### config.mk
export PLATFORM = sky130hd
export DESIGN_NAME = pcileech_cfgspace_cpl_tx_flat
export DESIGN_NICKNAME = d
export VERILOG_FILES = /design/src/rtl/pcileech_cfgspace_cpl_tx_if.sv /design/src/rtl/pcileech_cfgspace_cpl_tx.sv /design/src/flat_wrapper.sv
export SDC_FILE = /design/constraint.sdc
export NUM_CORES = 1
export LEC_CHECK = 0
export ABC_AREA = 1
export CORE_UTILIZATION = 48
export DETAILED_ROUTE_END_ITERATION = 8
export GPL_TIMING_DRIVEN = 0
export PLACE_DENSITY = 0.76
export SLEW_MARGIN = 10
export SYNTH_ARGS = -nofsm -noshare
export SYNTH_HDL_FRONTEND = slang
export SYNTH_SLANG_ARGS = --single-unit
### constraint.sdc
create_clock -name clk_pcie -period 4 [get_ports clk_pcie]
set_input_delay 1.2 -clock clk_pcie [delete_from_list [all_inputs] [get_ports clk_pcie]]
set_output_delay 1.2 -clock clk_pcie [all_outputs]
set_load 0.02 [all_outputs]
### src/rtl/pcileech_cfgspace_cpl_tx_if.sv
// ---------------------------------------------------------------------------
// pcileech_cfgspace_cpl_tx_if
//   AXI-Stream style TLP beat channel between the config-space completion
//   builder and the PCIe TX arbiter.
//
//   tdata   128  TLP beat, DW0 in [31:0]
//   tkeep   4    DW-granular keep
//   tlast   1    end of TLP (always 1 with tvalid: every TLP is one beat)
//   tvalid  1    beat available
//   tready  1    downstream accepts the beat
//
//   modport master : beat source (drives tdata/tkeep/tlast/tvalid)
//   modport slave  : beat sink   (drives tready)
// ---------------------------------------------------------------------------
interface pcileech_cfgspace_cpl_tx_if;
    logic [127:0] tdata;
    logic [3:0]   tkeep;
    logic         tlast;
    logic         tvalid;
    logic         tready;

    modport master (
        output tdata,
        output tkeep,
        output tlast,
        output tvalid,
        input  tready
    );

    modport slave (
        input  tdata,
        input  tkeep,
        input  tlast,
        input  tvalid,
        output tready
    );
endinterface

### src/rtl/pcileech_cfgspace_cpl_tx.sv
// ---------------------------------------------------------------------------
// pcileech_cfgspace_cpl_tx
//   Builds one single-beat 128-bit completion TLP per accepted config-space
//   request (CplD for CfgRd, Cpl for CfgWr), buffers it in a small FIFO and
//   presents it to the TX arbiter over an AXI-Stream source.
//
// Parameters
//   FIFO_DEPTH      completion buffer entries (power of 2, 2..16)
//
// Optional feature
//   CFG_TX_UR_EN    when defined, a request flagged with pcie_rx_status[1]
//                   (bad address/function) completes as Unsupported Request:
//                   Cpl format, status 3'b001, byte count 0, even for CfgRd.
//                   When undefined, pcie_rx_status[1] is ignored.
//
// Ports
//   clk_pcie        PCIe user clock
//   rst_n           asynchronous active-low reset
//   pcie_id         completer ID {bus,dev,fn}, captured at enqueue
//   pcie_rx_status  [2]=no valid request, [1]=bad addr/function, [0]=unused
//   cfg_wren        enqueue a completion this cycle
//   cfg_tlpwr       1=CfgWr (Cpl), 0=CfgRd (CplD)
//   cfg_tag         request tag
//   cfg_data        read data returned in a CplD
//   cfg_reqid       requester ID
//   tx              TLP beat stream (master side)
//   ovf             sticky: a request was dropped because the FIFO was full
// ---------------------------------------------------------------------------
module pcileech_cfgspace_cpl_tx #(
    parameter int FIFO_DEPTH = 4
) (
    input  logic                              clk_pcie,
    input  logic                              rst_n,
    input  logic [15:0]                       pcie_id,
    input  logic [2:0]                        pcie_rx_status,
    input  logic                              cfg_wren,
    input  logic                              cfg_tlpwr,
    input  logic [7:0]                        cfg_tag,
    input  logic [31:0]                       cfg_data,
    input  logic [15:0]                       cfg_reqid,
    pcileech_cfgspace_cpl_tx_if.master        tx,
    output logic                              ovf
);

    localparam int PTR_W = (FIFO_DEPTH > 1) ? $clog2(FIFO_DEPTH) : 1;
    localparam int CNT_W = PTR_W + 1;
    localparam logic [CNT_W-1:0] DEPTH_CNT = CNT_W'(FIFO_DEPTH);

    localparam logic [31:0] DW0_CPLD = 32'h4A00_0001;  // fmt 010, type 01010, len 1
    localparam logic [31:0] DW0_CPL  = 32'h0A00_0000;  // fmt 000, type 01010, len 0
    localparam logic [2:0]  ST_SC    = 3'b000;
    localparam logic [2:0]  ST_UR    = 3'b001;

    // One buffered completion: the fully formed beat plus whether it is a
    // data-less Cpl, which is all that is needed to derive tkeep on the way out.
    typedef struct packed {
        logic         is_cpl;
        logic [127:0] tdata;
    } entry_t;

    entry_t              mem [FIFO_DEPTH];
    entry_t              new_entry;
    entry_t              head;
    logic [PTR_W-1:0]    wr_ptr;
    logic [PTR_W-1:0]    rd_ptr;
    logic [CNT_W-1:0]    count;

    logic                is_ur;
    logic                enq_req;
    logic                full;
    logic                empty;
    logic                push;
    logic                pop;
    logic                unused_status;

`ifdef CFG_TX_UR_EN
    assign is_ur = pcie_rx_status[1];
`else
    assign is_ur = 1'b0;
`endif

    // Status bit 0 is reserved; bit 1 only matters with the UR feature.
    assign unused_status = ^pcie_rx_status[1:0];

    // ---------------------------------------------------------------------
    // Header assembly from the request fields as they stand at enqueue.
    // ---------------------------------------------------------------------
    always_comb begin
        logic        cpl_fmt;
        logic [2:0]  status;
        logic [11:0] byte_count;
        logic [31:0] dw0, dw1, dw2, dw3;

        // NOTE: every variable gets a default first so no path leaves it
        // unassigned, which would otherwise infer a latch.
        cpl_fmt    = cfg_tlpwr | is_ur;
        status     = is_ur ? ST_UR : ST_SC;
        byte_count = is_ur ? 12'd0 : 12'd4;

        dw0 = cpl_fmt ? DW0_CPL : DW0_CPLD;
        dw1 = {pcie_id, status, 1'b0, byte_count};
        dw2 = {cfg_reqid, cfg_tag, 1'b0, 7'd0};
        dw3 = cpl_fmt ? 32'd0 : cfg_data;

        new_entry.is_cpl = cpl_fmt;
        new_entry.tdata  = {dw3, dw2, dw1, dw0};
    end

    // ---------------------------------------------------------------------
    // FIFO control. A full FIFO still accepts a push in the same cycle the
    // head is drained, so a steady stream at full rate never drops.
    // ---------------------------------------------------------------------
    assign enq_req = cfg_wren & ~pcie_rx_status[2];
    assign full    = (count == DEPTH_CNT);
    assign empty   = (count == '0);
    assign pop     = ~empty & tx.tready;
    assign push    = enq_req & (~full | pop);

    // NOTE: the storage array has no reset; an entry is only ever read while
    // count says it holds valid data, so clearing it would buy nothing.
    always_ff @(posedge clk_pcie) begin
        if (push) begin
            mem[wr_ptr] <= new_entry;
        end
    end

    // NOTE: sequential state uses non-blocking assignments so every register
    // samples the pre-edge values, independent of statement order.
    always_ff @(posedge clk_pcie or negedge rst_n) begin
        if (!rst_n) begin
            wr_ptr <= '0;
            rd_ptr <= '0;
            count  <= '0;
            ovf    <= 1'b0;
        end else begin
            if (push) begin
                wr_ptr <= wr_ptr + 1'b1;  // power-of-2 depth: wraps naturally
            end
            if (pop) begin
                rd_ptr <= rd_ptr + 1'b1;
            end
            case ({push, pop})
                2'b10:   count <= count + 1'b1;
                2'b01:   count <= count - 1'b1;
                default: count <= count;
            endcase
            if (enq_req && full && !pop) begin
                ovf <= 1'b1;
            end
        end
    end

    // ---------------------------------------------------------------------
    // Stream output straight from the FIFO head. Everything here derives
    // from count/rd_ptr, so an async reset clears tvalid immediately, and
    // tdata/tkeep read as zero whenever nothing is queued.
    // ---------------------------------------------------------------------
    assign head      = mem[rd_ptr];
    assign tx.tvalid = ~empty;
    assign tx.tlast  = ~empty;
    assign tx.tkeep  = empty ? 4'b0000 : (head.is_cpl ? 4'b0111 : 4'b1111);
    assign tx.tdata  = empty ? 128'd0 : head.tdata;

endmodule

### src/flat_wrapper.sv
// flat-port wrapper written by rule: the top's interface ports become plain ports
module pcileech_cfgspace_cpl_tx_flat 
#(
    parameter int FIFO_DEPTH = 4
)
  (clk_pcie, rst_n, pcie_id, pcie_rx_status, cfg_wren, cfg_tlpwr, cfg_tag, cfg_data, cfg_reqid, ovf, tx_tdata, tx_tkeep, tx_tlast, tx_tvalid, tx_tready);
  pcileech_cfgspace_cpl_tx_if tx_i ();
  input  logic clk_pcie;
  input  logic rst_n;
  input  logic [15:0] pcie_id;
  input  logic [2:0] pcie_rx_status;
  input  logic cfg_wren;
  input  logic cfg_tlpwr;
  input  logic [7:0] cfg_tag;
  input  logic [31:0] cfg_data;
  input  logic [15:0] cfg_reqid;
  output logic ovf;
  output wire logic [$bits(tx_i.tdata)-1:0] tx_tdata;
  output wire logic [$bits(tx_i.tkeep)-1:0] tx_tkeep;
  output wire logic [$bits(tx_i.tlast)-1:0] tx_tlast;
  output wire logic [$bits(tx_i.tvalid)-1:0] tx_tvalid;
  input wire logic [$bits(tx_i.tready)-1:0] tx_tready;
  assign tx_tdata = tx_i.tdata;
  assign tx_tkeep = tx_i.tkeep;
  assign tx_tlast = tx_i.tlast;
  assign tx_tvalid = tx_i.tvalid;
  assign tx_i.tready = tx_tready;
  pcileech_cfgspace_cpl_tx #(.FIFO_DEPTH(FIFO_DEPTH)) u_core (.clk_pcie(clk_pcie), .rst_n(rst_n), .pcie_id(pcie_id), .pcie_rx_status(pcie_rx_status), .cfg_wren(cfg_wren), .cfg_tlpwr(cfg_tlpwr), .cfg_tag(cfg_tag), .cfg_data(cfg_data), .cfg_reqid(cfg_reqid), .tx(tx_i), .ovf(ovf));
endmodule
==> results.py, run 1 <==
metrics = {
    "critical_path": {
        "cp-start-kind": "register",
        "crit_type": "reg -> out",
        "crit_required_ns": 2.80,
        "path_cells": "buf_4 -> inv_4 -> clkbuf_1 -> o21ai_0 -> a21oi_1 -> clkdlybuf4s50_1",
        "crit_family": "buffers and inverters",
        "critPathBufInv": 4,
        "endpoint_kind": "output port",
        "cpPeakStageDelay_ns": 0.66,
        "cp_max_fo": 10,
        "cp_slowest_cell": "clkdlybuf4s50_1",
        "cp.arrival_ns": 2.70,
    },
    "power_and_ir_drop": {
        "irDropWorstVdd_uv": 483,
        "power_density_nw_per_um2": 755,
        "leakage_nw": 5.93,
    },
    "cells_and_area": {
        "final-seq-area_um2": 9090,
        "fin_nets": 1402,
        "instances_no_fill": 1670,
        "synthToLayoutAreaGrowth_pct": 26.4,
        "final_core_util_pct": 61.7,
        "final_cell_mix": "nor2_1 (328), edfxtp_1 (296), clkdlybuf4s50_1 (159)",
        "drive_gt1_share_pct": 12.7,
        "fill_cells": 2006,
        "multiInputGateArea_um2": 2820,
        "final_common_cell": "nor2_1",
    },
    "floorplanning": {
        "rows": 59,
        "ioPinCount": 215,
        "start_util_pct": 48.8,
        "die_area_um2": 27200,
        "core_um2": 26100,
        "dieHeight_um": 165,
        "die_w_um": 165,
    },
    "clock_network": {
        "numCtsBuffers": 29,
        "clk_pin_slew_ns": 0.06,
        "h-tree-depth": 1,
        "ctsHoldBuffers": 0,
        "cts.sinks": 304,
        "cts_tree": "built",
        "clock_latency_ns": 0.54,
        "clockBufferDepth": 3,
        "cts_root_buf": "clkbuf_16",
        "post-cts-setup-buffers": 0,
    },
    "grt": {
        "antenna_found_initial": 1,
        "grt_pass1_wl_mm": 44.4,
        "grt_usage_pct": 21.6,
        "first_global_vias": 8400,
        "grt_max_degree": 27,
        "overflow": 0,
    },
    "logic_synthesis": {
        "synthCells": 1063,
        "syn_area_per_cell_um2": 12.0,
        "yosys.cell_types.count": 26,
        "synth_seq_area_share_pct": 71.4,
        "yosys_warnings": 0,
        "synth_seq_cells": 304,
        "netlist_area_um2": 12700,
    },
    "sta": {
        "hold_viol_final": 0,
        "fmax_mhz": 257,
        "slew_headroom_pct": 55.5,
        "fin_crit_ns": 3.90,
        "finClkSkew_ns": 0.0108,
        "rsz0062_at_grt": "false",
        "setup_viol": 0,
        "worstMarginPinSlew_ns": 0.667,
        "fin_crit_sh_pct": 97.4,
        "fin_ws_ns": 0.104,
        "drv_slew": 0,
    },
    "placed_design": {
        "place_inst": 1621,
        "portBuffers": 161,
        "dp_hpwl_mm": 18.6,
        "place_ws_ns": 0.253,
        "gp_congestion": 0.765,
    },
    "route": {
        "wl_per_cell_um": 17.2,
        "ant_nets": 0,
        "viasPerCell": 5.07,
        "dr.pass1.iters": 5,
        "drt_iter0_markers": 601,
        "num_vias": 8475,
        "wl_mm": 28.7,
        "drc_errors": 0,
    },
    "worst_hold_path": {
        "hp-class": "reg -> reg",
    },
    "outcome": {
        "status": "complete, no violations",
    },
    "run": {
        "maxCapViolCount": 0,
    },
}
cell usage after synthesis, drive strengths merged:
cell type	number	area share [%]
clkbuf	19	0.64
nor2	334	9.9
o21bai	1	0.059
a21oi	76	3.0
o21ai	147	5.8
buf	101	6.0
inv	50	1.5
nand2	14	0.47
dfrtp	8	1.6
nand4	2	0.098
nand3	6	0.31
fa	1	0.16
edfxtp	296	70
ha	4	0.39
conb	1	0.029
xor2	3	0.21
what timing repair did:
| action | CTS | global route |
|---|---|---|
| pin swaps | 0 | 1 |
| resized for setup | 1 | 7 |
| hold endpoints to repair | 0 | 0 |
| setup endpoints to repair | 1 | 5 |
report_power, final:
part	internal, W	leakage, nW	switching (W)
Clock	0.00138	0.397	0.00108
Combinational	0.00234	2.73	0.00339
Sequential	0.00387	2.80	0.0000924
logic make-up after synthesis:
logic type	synth area share, %
DFF	71.4
and+or+nand+nor	10.8
AOI/OAI and AO/OA	8.86
buffers and inverters	8.15
adders and majority gates	0.551
xor gates and xnor gates	0.207
other	0.0295
path summary, 6_finish.rpt:
check | slack, ns | start | endpoint | cells after the start
max in group asynchronous | 2.74 | rst_n | u_core.wr_ptr[0] | 1
setup reg to reg | 1.66 | u_core.count[2] | u_core.mem[1][81] | 7
hold / removal | 0.50 | u_core.ovf | u_core.ovf | 1
min in group asynchronous | 0.96 | rst_n | u_core.ovf | 1
hold reg to reg | 0.50 | u_core.ovf | u_core.ovf | 1
setup / recovery | 0.10 | u_core.rd_ptr[0] | tx_tdata[54] | 6
through the flow:
stage / cell area, um^2 / hold WS (ns) / power, W / TNS (ns)
2_1_floorplan: 12900 / 0.481 / 0.00734 / -363.98
5_1_grt: 16100 / 0.537 / 0.0128 / 0
3_5_place_dp: 15200 / 0.491 / 0.00977 / 0
4_1_cts: 16100 / 0.504 / 0.0122 / 0
6_report: 16100 / 0.499 / 0.0121 / 0
3_3_place_gp: 14900 / 0.463 / 0.00964 / -1212.67
layer usage:
layer	up-vias	GRT usage, %	share of wire [%]
li1	4065	-	-
met1	4004	27.4	41
met2	351	38.1	50
met3	55	3.49	7.2
met4	0	6.42	2.1
met5	-	0	0
area by class of cell:
| class | instances | area share, % |
|---|---|---|
| Sequential cell | 304 | 56.5 |
| Multi-Input combinational cell | 639 | 17.5 |
| Timing Repair Buffer | 173 | 11.7 |
| Buffer | 120 | 5.30 |
| Clock buffer | 39 | 4.75 |
| Tap cell | 335 | 2.61 |
| Inverter | 50 | 1.18 |
| Clock inverter | 9 | 0.405 |
| Antenna cell | 1 | 0.0156 |
flip-flops by register name, summed over array words and instances (netlist names):
| signal | count |
|---|---|
| u_core.mem | 296 |
| u_core.count | 3 |
| u_core.rd_ptr | 2 |
| u_core.wr_ptr | 2 |
| u_core.ovf | 1 |
No activity file was read; power rests on OpenSTA's default activity.
==> run 2, diff against run 1 <==
--- a/config.mk
+++ b/config.mk
@@ -10,6 +10,7 @@
 export DETAILED_ROUTE_END_ITERATION = 8
 export GPL_TIMING_DRIVEN = 0
 export PLACE_DENSITY = 0.76
+export SETUP_SLACK_MARGIN = 0.3
 export SLEW_MARGIN = 10
 export SYNTH_ARGS = -nofsm -noshare
 export SYNTH_HDL_FRONTEND = slang
==> run 2 against run 1 <==
Net effect: final area up 1.0%; register-to-register slack worse by 0.14 ns; maximum frequency up 8.5%; sequential share of layout area down 0.56 points; via count down 0.42%; combinational power down 5.2%; die area unchanged; core utilization up 0.61 points; hold slack worse by 0.027 ns; critical endpoint is now tx_tdata[126]; highest routed layer unchanged.
==> results.py, run 2 (synthesis results as in run 1) <==
metrics = {
    "sta": {
        "rsz0062_at_grt": "false",
        "fmax_mhz": 279,
        "hold_viol_final": 0,
        "fin_ws_ns": 0.410,
        "drv_slew": 0,
        "fin_crit_sh_pct": 89.8,
        "setup_viol": 0,
        "fin_crit_ns": 3.59,
        "worstMarginPinSlew_ns": 0.917,
        "slew_headroom_pct": 38.7,
        "finClkSkew_ns": 0.0155,
        "hold-worst-slack_ns": 0.472,
    },
    "clock_network": {
        "clk_pin_slew_ns": 0.06,
        "cts_root_buf": "clkbuf_16",
        "clock_latency_ns": 0.55,
        "post-cts-setup-buffers": 0,
        "clockBufferDepth": 3,
        "cts.sinks": 304,
        "numCtsBuffers": 30,
        "h-tree-depth": 1,
        "ctsHoldBuffers": 0,
        "cts_tree": "built",
    },
    "grt": {
        "grt_pass1_wl_mm": 44.0,
        "grt_max_degree": 27,
        "grt_usage_pct": 21.4,
        "first_global_vias": 8204,
        "antenna_found_initial": 0,
        "overflow": 0,
    },
    "cells_and_area": {
        "final_core_util_pct": 62.3,
        "multiInputGateArea_um2": 2830,
        "fill_cells": 2013,
        "largest_register_ffs": 296,
        "reg_top3": "u_core.mem: 296 flops, u_core.count: 3 flops",
        "synthToLayoutAreaGrowth_pct": 27.6,
        "final-seq-area_um2": 9090,
        "fin_nets": 1402,
        "final_cell_mix": "nor2_1 (328), edfxtp_1 (296), clkdlybuf4s50_1 (86)",
        "antenna_cells": 0,
        "final_common_cell": "nor2_1",
        "drive_gt1_share_pct": 13.6,
        "instances_no_fill": 1673,
        "regMostFlops": "u_core.mem",
        "design_area_um2": 16200,
    },
    "critical_path": {
        "crit_type": "reg -> out",
        "cpPeakStageDelay_ns": 0.38,
        "cpMostUsedCell": "buf_6",
        "cp-start-kind": "register",
        "crit_family": "buffers and inverters",
        "critPathBufInv": 6,
        "cp_max_fo": 10,
        "path_cells": "buf_4 -> inv_4 -> buf_6 -> buf_6 -> buf_6 -> o21ai_1 -> a21oi_1 -> dlygate4sd2_1",
        "cp_slowest_cell": "dlygate4sd2_1",
        "endpoint_kind": "output port",
        "crit_start": "u_core.rd_ptr[0]",
        "cp.arrival_ns": 2.39,
        "reg2reg_from": "u_core.count[2]",
        "crit_required_ns": 2.80,
    },
    "route": {
        "viasPerCell": 5.04,
        "drt_iter0_markers": 666,
        "num_vias": 8439,
        "drc_errors": 0,
        "wl_mm": 29.0,
        "dr.pass1.iters": 5,
        "wl_per_cell_um": 17.4,
        "ant_nets": 0,
    },
    "placed_design": {
        "portBuffers": 161,
        "dp_hpwl_mm": 18.6,
        "place_ws_ns": 0.161,
        "gp_congestion": 0.745,
        "placed_area_um2": 15200,
        "place_inst": 1620,
    },
    "run": {
        "maxCapViolCount": 0,
    },
    "worst_hold_path": {
        "hp-class": "reg -> reg",
        "min_from": "u_core.ovf",
    },
    "floorplanning": {
        "start_util_pct": 48.8,
        "ioPinCount": 215,
        "die_area_um2": 27200,
        "rows": 59,
        "dieHeight_um": 165,
        "core_um2": 26100,
        "die_w_um": 165,
    },
    "power_and_ir_drop": {
        "leakage_nw": 6.38,
        "irDropWorstVdd_uv": 473,
        "power_density_nw_per_um2": 748,
    },
    "outcome": {
        "status": "complete, no violations",
    },
}
[run 2: changes by cell type in the layout (fill, tap and decap cells not counted), moves of 3 or more]
cell / before / now
dlymetal6s2s_1: 2 / 26
clkbuf_8: 0 / 3
clkbuf_1: 19 / 14
clkbuf_4: 1 / 7
clkbuf_2: 10 / 5
clkdlybuf4s50_1: 159 / 86
dlygate4sd2_1: 0 / 49
[run 2: final timing paths]
check | slack [ns] | endpoint | depth (start not counted)
worst min-delay path | 0.47 | u_core.ovf | 1
worst max register to register | 1.52 | u_core.mem[3][81] | 7
worst min register to register | 0.47 | u_core.ovf | 1
max in group asynchronous | 2.77 | u_core.count[1] | 1
worst max-delay path | 0.41 | tx_tdata[126] | 8
min in group asynchronous | 0.95 | u_core.ovf | 1
[run 2: power by group]
part | leakage (nW) | internal, W | switching [W] | total [W]
combinational | 3.10 | 0.00204 | 0.00339 | 0.00543
clock | 0.474 | 0.00165 | 0.00111 | 0.00276
sequential | 2.80 | 0.00387 | 0.0000915 | 0.00396
total | 6.38 | 0.00756 | 0.00459 | 0.0121
[run 2: cell type report]
cell class	instances	share of cell area [%]
Clock buffer	42	5.22
Buffer	120	5.42
Timing Repair Buffer	172	11.4
Multi-Input combinational cell	639	17.4
Sequential cell	304	56.0
Clock inverter	11	0.786
Inverter	50	1.17
Tap cell	335	2.58
[run 2: metrics by stage]
stage / total power (W) / TNS, ns
3_3_place_gp: 0.00963 / -598.40
6_report: 0.0121 / 0
5_1_grt: 0.0128 / 0
3_5_place_dp: 0.00977 / 0
2_1_floorplan: 0.00733 / -9.98
4_1_cts: 0.0123 / 0
[run 2: timing repair]
item / CTS / global route
resized for setup: 65 / 29
endpoints found under the setup margin: 75 / 28
pin swaps: 1 / 1
[run 2: metal layers]
metal  GRT usage (%)  share of wire (%)  up-vias
met5               0                  0        -
met4            5.84                2.1        0
met3            2.74                7.8       44
met2            36.6                 49      381
met1            28.8                 41     3956
li1                -                  -     4058
